$ cat src/rtl/instruction_fetch.sv
// -----------------------------------------------------------------------------
// instruction_fetch
//
// Fetch stage front end. Issues instruction-memory read requests, holds the
// returned word for decode, and follows branch/jump redirects. If a redirect
// arrives while a read is still outstanding, that read is drained in the
// DISCARD state. Its data is never used. The new target is fetched only
// after the memory has acknowledged the stale read.
//
// Ports
//   clk         in   1   single clock, rising edge
//   reset       in   1   synchronous, active-high reset
//   imemReq     out  1   instruction-memory read request
//   imemAddr    out  32  byte address of the request
//   imemAck     in   1   imemData valid for the current request
//   imemData    in   32  instruction word returned by memory
//   redirect    in   1   taken branch/jump: refetch from redirectPc
//   redirectPc  in   32  redirect target (bits [1:0] ignored)
//   stall       in   1   decode cannot accept the held instruction
//   instr       out  32  held instruction word
//   instrValid  out  1   instr is valid for decode
//   pcOut       out  32  byte address of instr
//   opcode      out  6   instr[31:26]
//   funct       out  6   instr[5:0]
//   fetchCount  out  32  instructions consumed by decode (wraps)
// -----------------------------------------------------------------------------
module instruction_fetch #(
   parameter logic [31:0] RESET_PC = 32'h0000_0000
) (
   input  logic        clk,
   input  logic        reset,
   output logic        imemReq,
   output logic [31:0] imemAddr,
   input  logic        imemAck,
   input  logic [31:0] imemData,
   input  logic        redirect,
   input  logic [31:0] redirectPc,
   input  logic        stall,
   output logic [31:0] instr,
   output logic        instrValid,
   output logic [31:0] pcOut,
   output logic [5:0]  opcode,
   output logic [5:0]  funct,
   output logic [31:0] fetchCount
);

   typedef enum logic [1:0] {
      S_REQ,      // request outstanding at pc
      S_VALID,    // instruction held for decode
      S_DISCARD   // stale request outstanding at stale_addr
   } state_t;

   state_t      state_q,      state_d;
   logic [31:0] pc_q,         pc_d;
   logic [31:0] stale_addr_q, stale_addr_d;
   logic [31:0] instr_q,      instr_d;
   logic [31:0] pc_out_q,     pc_out_d;
   logic        valid_q,      valid_d;
   logic [31:0] count_q,      count_d;

   // Redirect targets are always word aligned.
   logic [31:0] redirect_tgt;
   assign redirect_tgt = redirectPc & 32'hFFFF_FFFC;

   // NOTE: every variable gets its hold value first, so any path that does not
   // assign a variable keeps its current value and no latch is inferred.
   always_comb begin
      state_d      = state_q;
      pc_d         = pc_q;
      stale_addr_d = stale_addr_q;
      instr_d      = instr_q;
      pc_out_d     = pc_out_q;
      valid_d      = valid_q;
      count_d      = count_q;

      case (state_q)
         S_REQ: begin
            if (imemAck) begin
               if (redirect) begin
                  // The returned word is on the wrong path. Drop it and
                  // request the target next cycle.
                  pc_d = redirect_tgt;
               end else begin
                  instr_d  = imemData;
                  pc_out_d = pc_q;
                  pc_d     = pc_q + 32'd4;
                  valid_d  = 1'b1;
                  state_d  = S_VALID;
               end
            end else if (redirect) begin
               // The memory still owes us a response for pc. Keep presenting
               // that address until it acknowledges.
               stale_addr_d = pc_q;
               pc_d         = redirect_tgt;
               state_d      = S_DISCARD;
            end
         end

         S_DISCARD: begin
            if (redirect) begin
               pc_d = redirect_tgt;
            end
            if (imemAck) begin
               state_d = S_REQ;
            end
         end

         S_VALID: begin
            if (redirect) begin
               // A redirect overrides stall. The held instruction is on the
               // wrong path.
               valid_d = 1'b0;
               pc_d    = redirect_tgt;
               state_d = S_REQ;
            end else if (!stall) begin
               count_d = count_q + 32'd1;
               valid_d = 1'b0;
               state_d = S_REQ;
            end
         end

         default: begin
            state_d = S_REQ;
         end
      endcase
   end

   // NOTE: sequential state uses non-blocking assignments only, so every flop
   // samples the pre-edge values regardless of statement order.
   always_ff @(posedge clk) begin
      if (reset) begin
         state_q      <= S_REQ;
         pc_q         <= RESET_PC;
         stale_addr_q <= RESET_PC;
         instr_q      <= 32'h0000_0000;
         pc_out_q     <= RESET_PC;
         valid_q      <= 1'b0;
         count_q      <= 32'h0000_0000;
      end else begin
         state_q      <= state_d;
         pc_q         <= pc_d;
         stale_addr_q <= stale_addr_d;
         instr_q      <= instr_d;
         pc_out_q     <= pc_out_d;
         valid_q      <= valid_d;
         count_q      <= count_d;
      end
   end

   // Reset gates the request combinationally. This prevents a request from
   // leaking out during the first reset cycle, before the state register has
   // been cleared.
   assign imemReq    = !reset && (state_q != S_VALID);
   assign imemAddr   = (state_q == S_DISCARD) ? stale_addr_q : pc_q;
   assign instr      = instr_q;
   assign instrValid = valid_q;
   assign pcOut      = pc_out_q;
   assign opcode     = instr_q[31:26];
   assign funct      = instr_q[5:0];
   assign fetchCount = count_q;

endmodule

$ cat config.mk
export PLATFORM = sky130hd
export DESIGN_NAME = instruction_fetch
export DESIGN_NICKNAME = d
export VERILOG_FILES = /design/src/rtl/instruction_fetch.sv
export SDC_FILE = /design/constraint.sdc
export NUM_CORES = 1
export LEC_CHECK = 0
export ABC_AREA = 1
export CELL_PAD_IN_SITES_DETAIL_PLACEMENT = 0
export CELL_PAD_IN_SITES_GLOBAL_PLACEMENT = 1
export CORE_MARGIN = 4
export CORE_UTILIZATION = 37
export DETAILED_ROUTE_END_ITERATION = 16
export PLACE_DENSITY = 0.95
export SYNTH_ARGS = -nofsm -noshare
export SYNTH_HDL_FRONTEND = slang
export SYNTH_SLANG_ARGS = --single-unit
$ cat constraint.sdc
create_clock -name clk -period 4.25 [get_ports clk]
set_input_delay 0.85 -clock clk [delete_from_list [all_inputs] [get_ports clk]]
set_output_delay 0.85 -clock clk [all_outputs]
set_load 0.02 [all_outputs]
; Yosys cells after proc, flatten, opt, wreduce, memory -nomap -nowiden
; Cells that the tools add are included.
; Widths: inputs -> output; s select.
[word_totals]
mem_count = 0
elab_cells = 49
ramBits = 0
latch_bits = 0
rom_bits = 0
register_bits = 163
[op_classes]
addsub = 2
shift = 0
n_eq_ne = 9
bitwise_logic = 3
muxes = 17
order_cmp = 0
n_div = 0
multipliers = 0
reduce_logical = 11
[op_table]
columns = cell, count
row1 = $mux 32, 4
row2 = $pmux 32 s2, 1
row3 = $add 32x1->32 const B, 1
row4 = $add 32x3->32 const B, 1
row5 = $mux 2, 6
row6 = $ne 3x3->1 const B, 3
row7 = $reduce_and 3->1, 3
row8 = $reduce_and 4->1, 2
row9 = $ne 2x2->1 const B, 3
row10 = $pmux 2 s3, 1
row11 = $mux 1, 4
row12 = $reduce_bool 2->1, 2
row13 = $not 1->1, 3
row14 = $eq 2x1->1 const B, 1
row15 = $eq 2x2->1 const B, 1
row16 = $logic_not 2->1, 1
row17 = $ne 2x1->1 const B, 1
row18 = $pmux 1 s2, 1
row19 = $reduce_or 2->1, 1
row20 = $logic_and 1x1->1, 1
row21 = $logic_not 1->1, 1

; Depth between registers and ports, before layout
[logic_depth]
word_depth = 4
mapped_depth = 13

; Worst setup path before layout
; No wires, ideal clock.
[synth_path]
path_kind = reg-to-output
from = register state_q[0]
to = output port imemAddr[23]
required_time_ns = 3.400
path_stages_with_launch = 6
t_arrival_ns = 1.475
slack_ns = 1.925
path_cell_list = dfxtp_1 inv_1 ha_1 clkbuf_1 clkbuf_1 o21ai_0
[synth_via]
elab_chain_len = 2
[synth_lines]
columns = element, line
row1 = start: declaration, 53  ; state_t state_q, state_d;
row2 = start signal: assignment, 140  ; state_q <= state_d;
row3 = $eq 2x2->1, 154  ; assign imemAddr = (state_q == S_DISCARD) ? stale_addr_q : pc_q;
row4 = $mux 32, 154
row5 = end: declaration, 33  ; output logic [31:0] imemAddr,
; No other way between the ends.

; Worst setup path in the final report
[layout_path]
from = register state_q[0]
to = output port imemAddr[0]
; Same word-level chain as after synthesis.

==> reports/metrics.yaml <==
logic_synthesis:
  yosys_warnings: 0
  syn_avg_cell_area_um2: 6.87
  synth_top_area_share_pct: 40.9
  synth_async_sr_flop_share_pct: 0
  synth_most_common_cell: "nand2_1"
  synthesis.nets: 1237
  syn_inst: 1162
  yosys.area.top_type: "dfxtp_1"
  syn-cell-area_mm2: 0.00798
  synth_edf_count: 0
  ys_top_cells_by_count: "nand2_1 (220), nor2_1 (166), dfxtp_1 (163)"
  synthFlopType: "dfxtp_1"
  synthTopCellsByArea: "dfxtp_1 (41%), nand2_1 (10%), o21ai_0 (9.0%), nor2_1 (7.8%), a21oi_1 (6.8%)"
  ys_types: 47
  ys_seq_area_share_pct: 40.9
  synth-seq-cells: 163
grt:
  grt_max_degree: 77
  grt_pass1_wl_um: 39600
  grt_use_total_pct: 20.1
  antenna_found_initial: 1
  grt_pass1_vias: 7755
  grt-ovfl-total: 0
final_layout:
  finalNetCount: 1398
  stdcell_area_mm2: 0.0107
  drive_above_1_share_pct: 5.99
  diodes: 0
  area_growth_pct: 34.3
routing:
  drc: 0
  dr.first_iter.drc_count: 524
  dr.pass1.iters: 4
  via_per_inst: 5.05
  ant_nets: 0
  wire_per_inst_um: 15.2
  drt_wl_total_um: 24400
  num_vias: 8143
placed_design:
  placed_area_mm2: 0.0101
  port_buffers: 208
  dp_hpwl_um: 17200
  gp_congestion: 0.861
  pre_cts_slack_ns: 1.24
sta:
  fin_crit_sh_pct: 79.6
  min_period_ns: 3.38
  finalSetupTns_ns: 0
  finalWorstSetupSlack_ns: 0.867
  drv_slew: 0
  grt_setup_unrepaired: "false"
  finalHoldViolCount: 0
  fmax_mhz: 296
  skew_ns: 0.0124
  setup_viol: 0
  tightest_slew_ns: 1.06
  max_slew_margin_pct: 29.2
clock_network:
  clk_latency_ns: 0.43
  cts_made_buffers: 17
  postCtsSetupRepairBufs: 0
  cts.repair.resized: 0
  clockRootBuffer: "clkbuf_16"
  cts_hold_buf: 0
  cts_num_sinks: 163
  cts_tree: "yes"
  cts.path.max_buffers: 2
  htreeDepth: 4
  path_clk_slew_ns: 0.06
floorplanning:
  die_y_um: 155
  core.rowCount: 53
  core_mm2: 0.0212
  start_util_pct: 37.7
  ios: 211
  die_w_um: 155
  die_area_mm2: 0.0240
pwr:
  fin_total_pwr_mw: 3.86
  peakVddDrop_v: 0.000265
  powerDensity_mw_per_mm2: 360
  p_leak_nw: 3.92
run:
  drv_cap: 0
critical_path:
  crit_fanout: 49
  start_kind: "flop"
  cp_cell_sequence: "inv_1 > ha_2 > buf_4 > nand2_1 > o21ai_0 > clkdlybuf4s50_1"
  path_buf_inv: 3
  cp.arrival_ns: 2.53
  crit_family: "buffers and inverters"
  crit_required_ns: 3.40
  crit_slowest_cell: "clkdlybuf4s50_1"
  cpPeakStageDelay_ns: 0.65
  cp-end-kind: "output port"
  critical_path_class: "reg2out"
worst_hold_path:
  hp-class: "reg2reg"
status:
  status: "complete, no violations"
-- registers in the layout, summed over array words and instances (netlist names) --
name          cells
fetchCount       32
instr            32
pcOut            32
pc_q             32
stale_addr_q     32
state_q           2
instrValid        1
-- worst reg2reg max path: stages, from the launching register on --
cell     delay [ns]
dfxtp_1        0.38
inv_1          0.09
ha_1           0.35
inv_1          0.09
nand2_1        0.40
nor3_1         0.53
nand2_1        0.12
a21oi_1        0.14
o21ai_0        0.09
o21ai_0        0.09
a21oi_1        0.08
-- report_power, final --
| part | internal (mW) | total [mW] | switching, mW |
|---|---|---|---|
| Sequential | 1.61 | 1.68 | 0.0646 |
| Clock | 0.887 | 1.57 | 0.684 |
| Combinational | 0.262 | 0.617 | 0.355 |
| Total | 2.76 | 3.86 | 1.10 |
-- cell type report --
cell class | instances | area, um^2
well taps | 275 | 344
clock buffers | 18 | 439
fillers | 2067 | 10400
flip-flops and latches | 163 | 3260
multi-input cells | 822 | 3990
clock inverters | 14 | 153
inverters | 102 | 390
repair buffers | 217 | 2140
-- placed cells by master, fill, tap and decap left out, types with 2 or more instances in the layout --
cell | Yosys | routed
nand2_1 | 220 | 220
clkdlybuf4s50_1 | 0 | 206
nor2_1 | 166 | 165
dfxtp_1 | 163 | 163
o21ai_0 | 144 | 144
a21oi_1 | 109 | 109
inv_1 | 94 | 93
nand3_1 | 55 | 55
nor3_1 | 24 | 24
clkbuf_16 | 0 | 17
xor2_1 | 13 | 13
a31oi_1 | 13 | 13
nand4_1 | 10 | 10
buf_4 | 12 | 9
inv_2 | 6 | 7
nand2_2 | 6 | 6
nor2_4 | 5 | 6
o211ai_1 | 6 | 6
xnor2_1 | 5 | 5
ha_1 | 6 | 5
nand3_2 | 4 | 4
nand3b_1 | 4 | 4
o31ai_1 | 4 | 4
nor2_2 | 4 | 4
a221oi_1 | 4 | 4
clkinv_4 | 1 | 4
clkinvlp_4 | 0 | 4
nor3b_1 | 3 | 3
inv_6 | 0 | 3
nor3_2 | 2 | 2
clkinv_2 | 0 | 2
bufinv_16 | 0 | 2
buf_2 | 9 | 2
-- final timing paths --
check	start	endpoint	slack (ns)	depth (start not counted)
worst max-delay path	state_q[0]	imemAddr[0]	0.87	6
worst min-delay path	pcOut[13]	pcOut[13]	0.46	2
worst max register to register	state_q[0]	pc_q[9]	1.74	10
worst min register to register	pcOut[13]	pcOut[13]	0.46	2
-- cells by family after synthesis --
group                    after synthesis  synth area share (%)
AND/OR/NAND/NOR                      509                  27.8
AO/OA/AOI/OAI                        289                  19.2
buffers and inverters                177                  9.23
flip-flops                           163                  40.9
XOR/XNOR                              18                  1.97
adder cells (fa/ha/maj)                6                 0.940
-- stage by stage --
stage	utilization, %	hold WS (ns)	cells
floorplan	-	0.462	1162
global placement	47.9	0.448	1579
detailed placement	47.9	0.453	1579
CTS	50.7	0.461	1611
global route	50.7	0.482	1611
finish	50.7	0.461	1611
-- routing by layer --
layer | track usage (%) | part of all wire [%] | routed length (um) | vias to the layer above
li1 | - | - | - | 4140
met1 | 26.0 | 45 | 11100 | 3720
met2 | 32.1 | 45 | 11000 | 241
met3 | 6.12 | 7.4 | 1810 | 40
met4 | 6.85 | 2.4 | 591 | 2
met5 | 0 | 0.053 | 13 | -
Power figures use the tool's default switching activity.
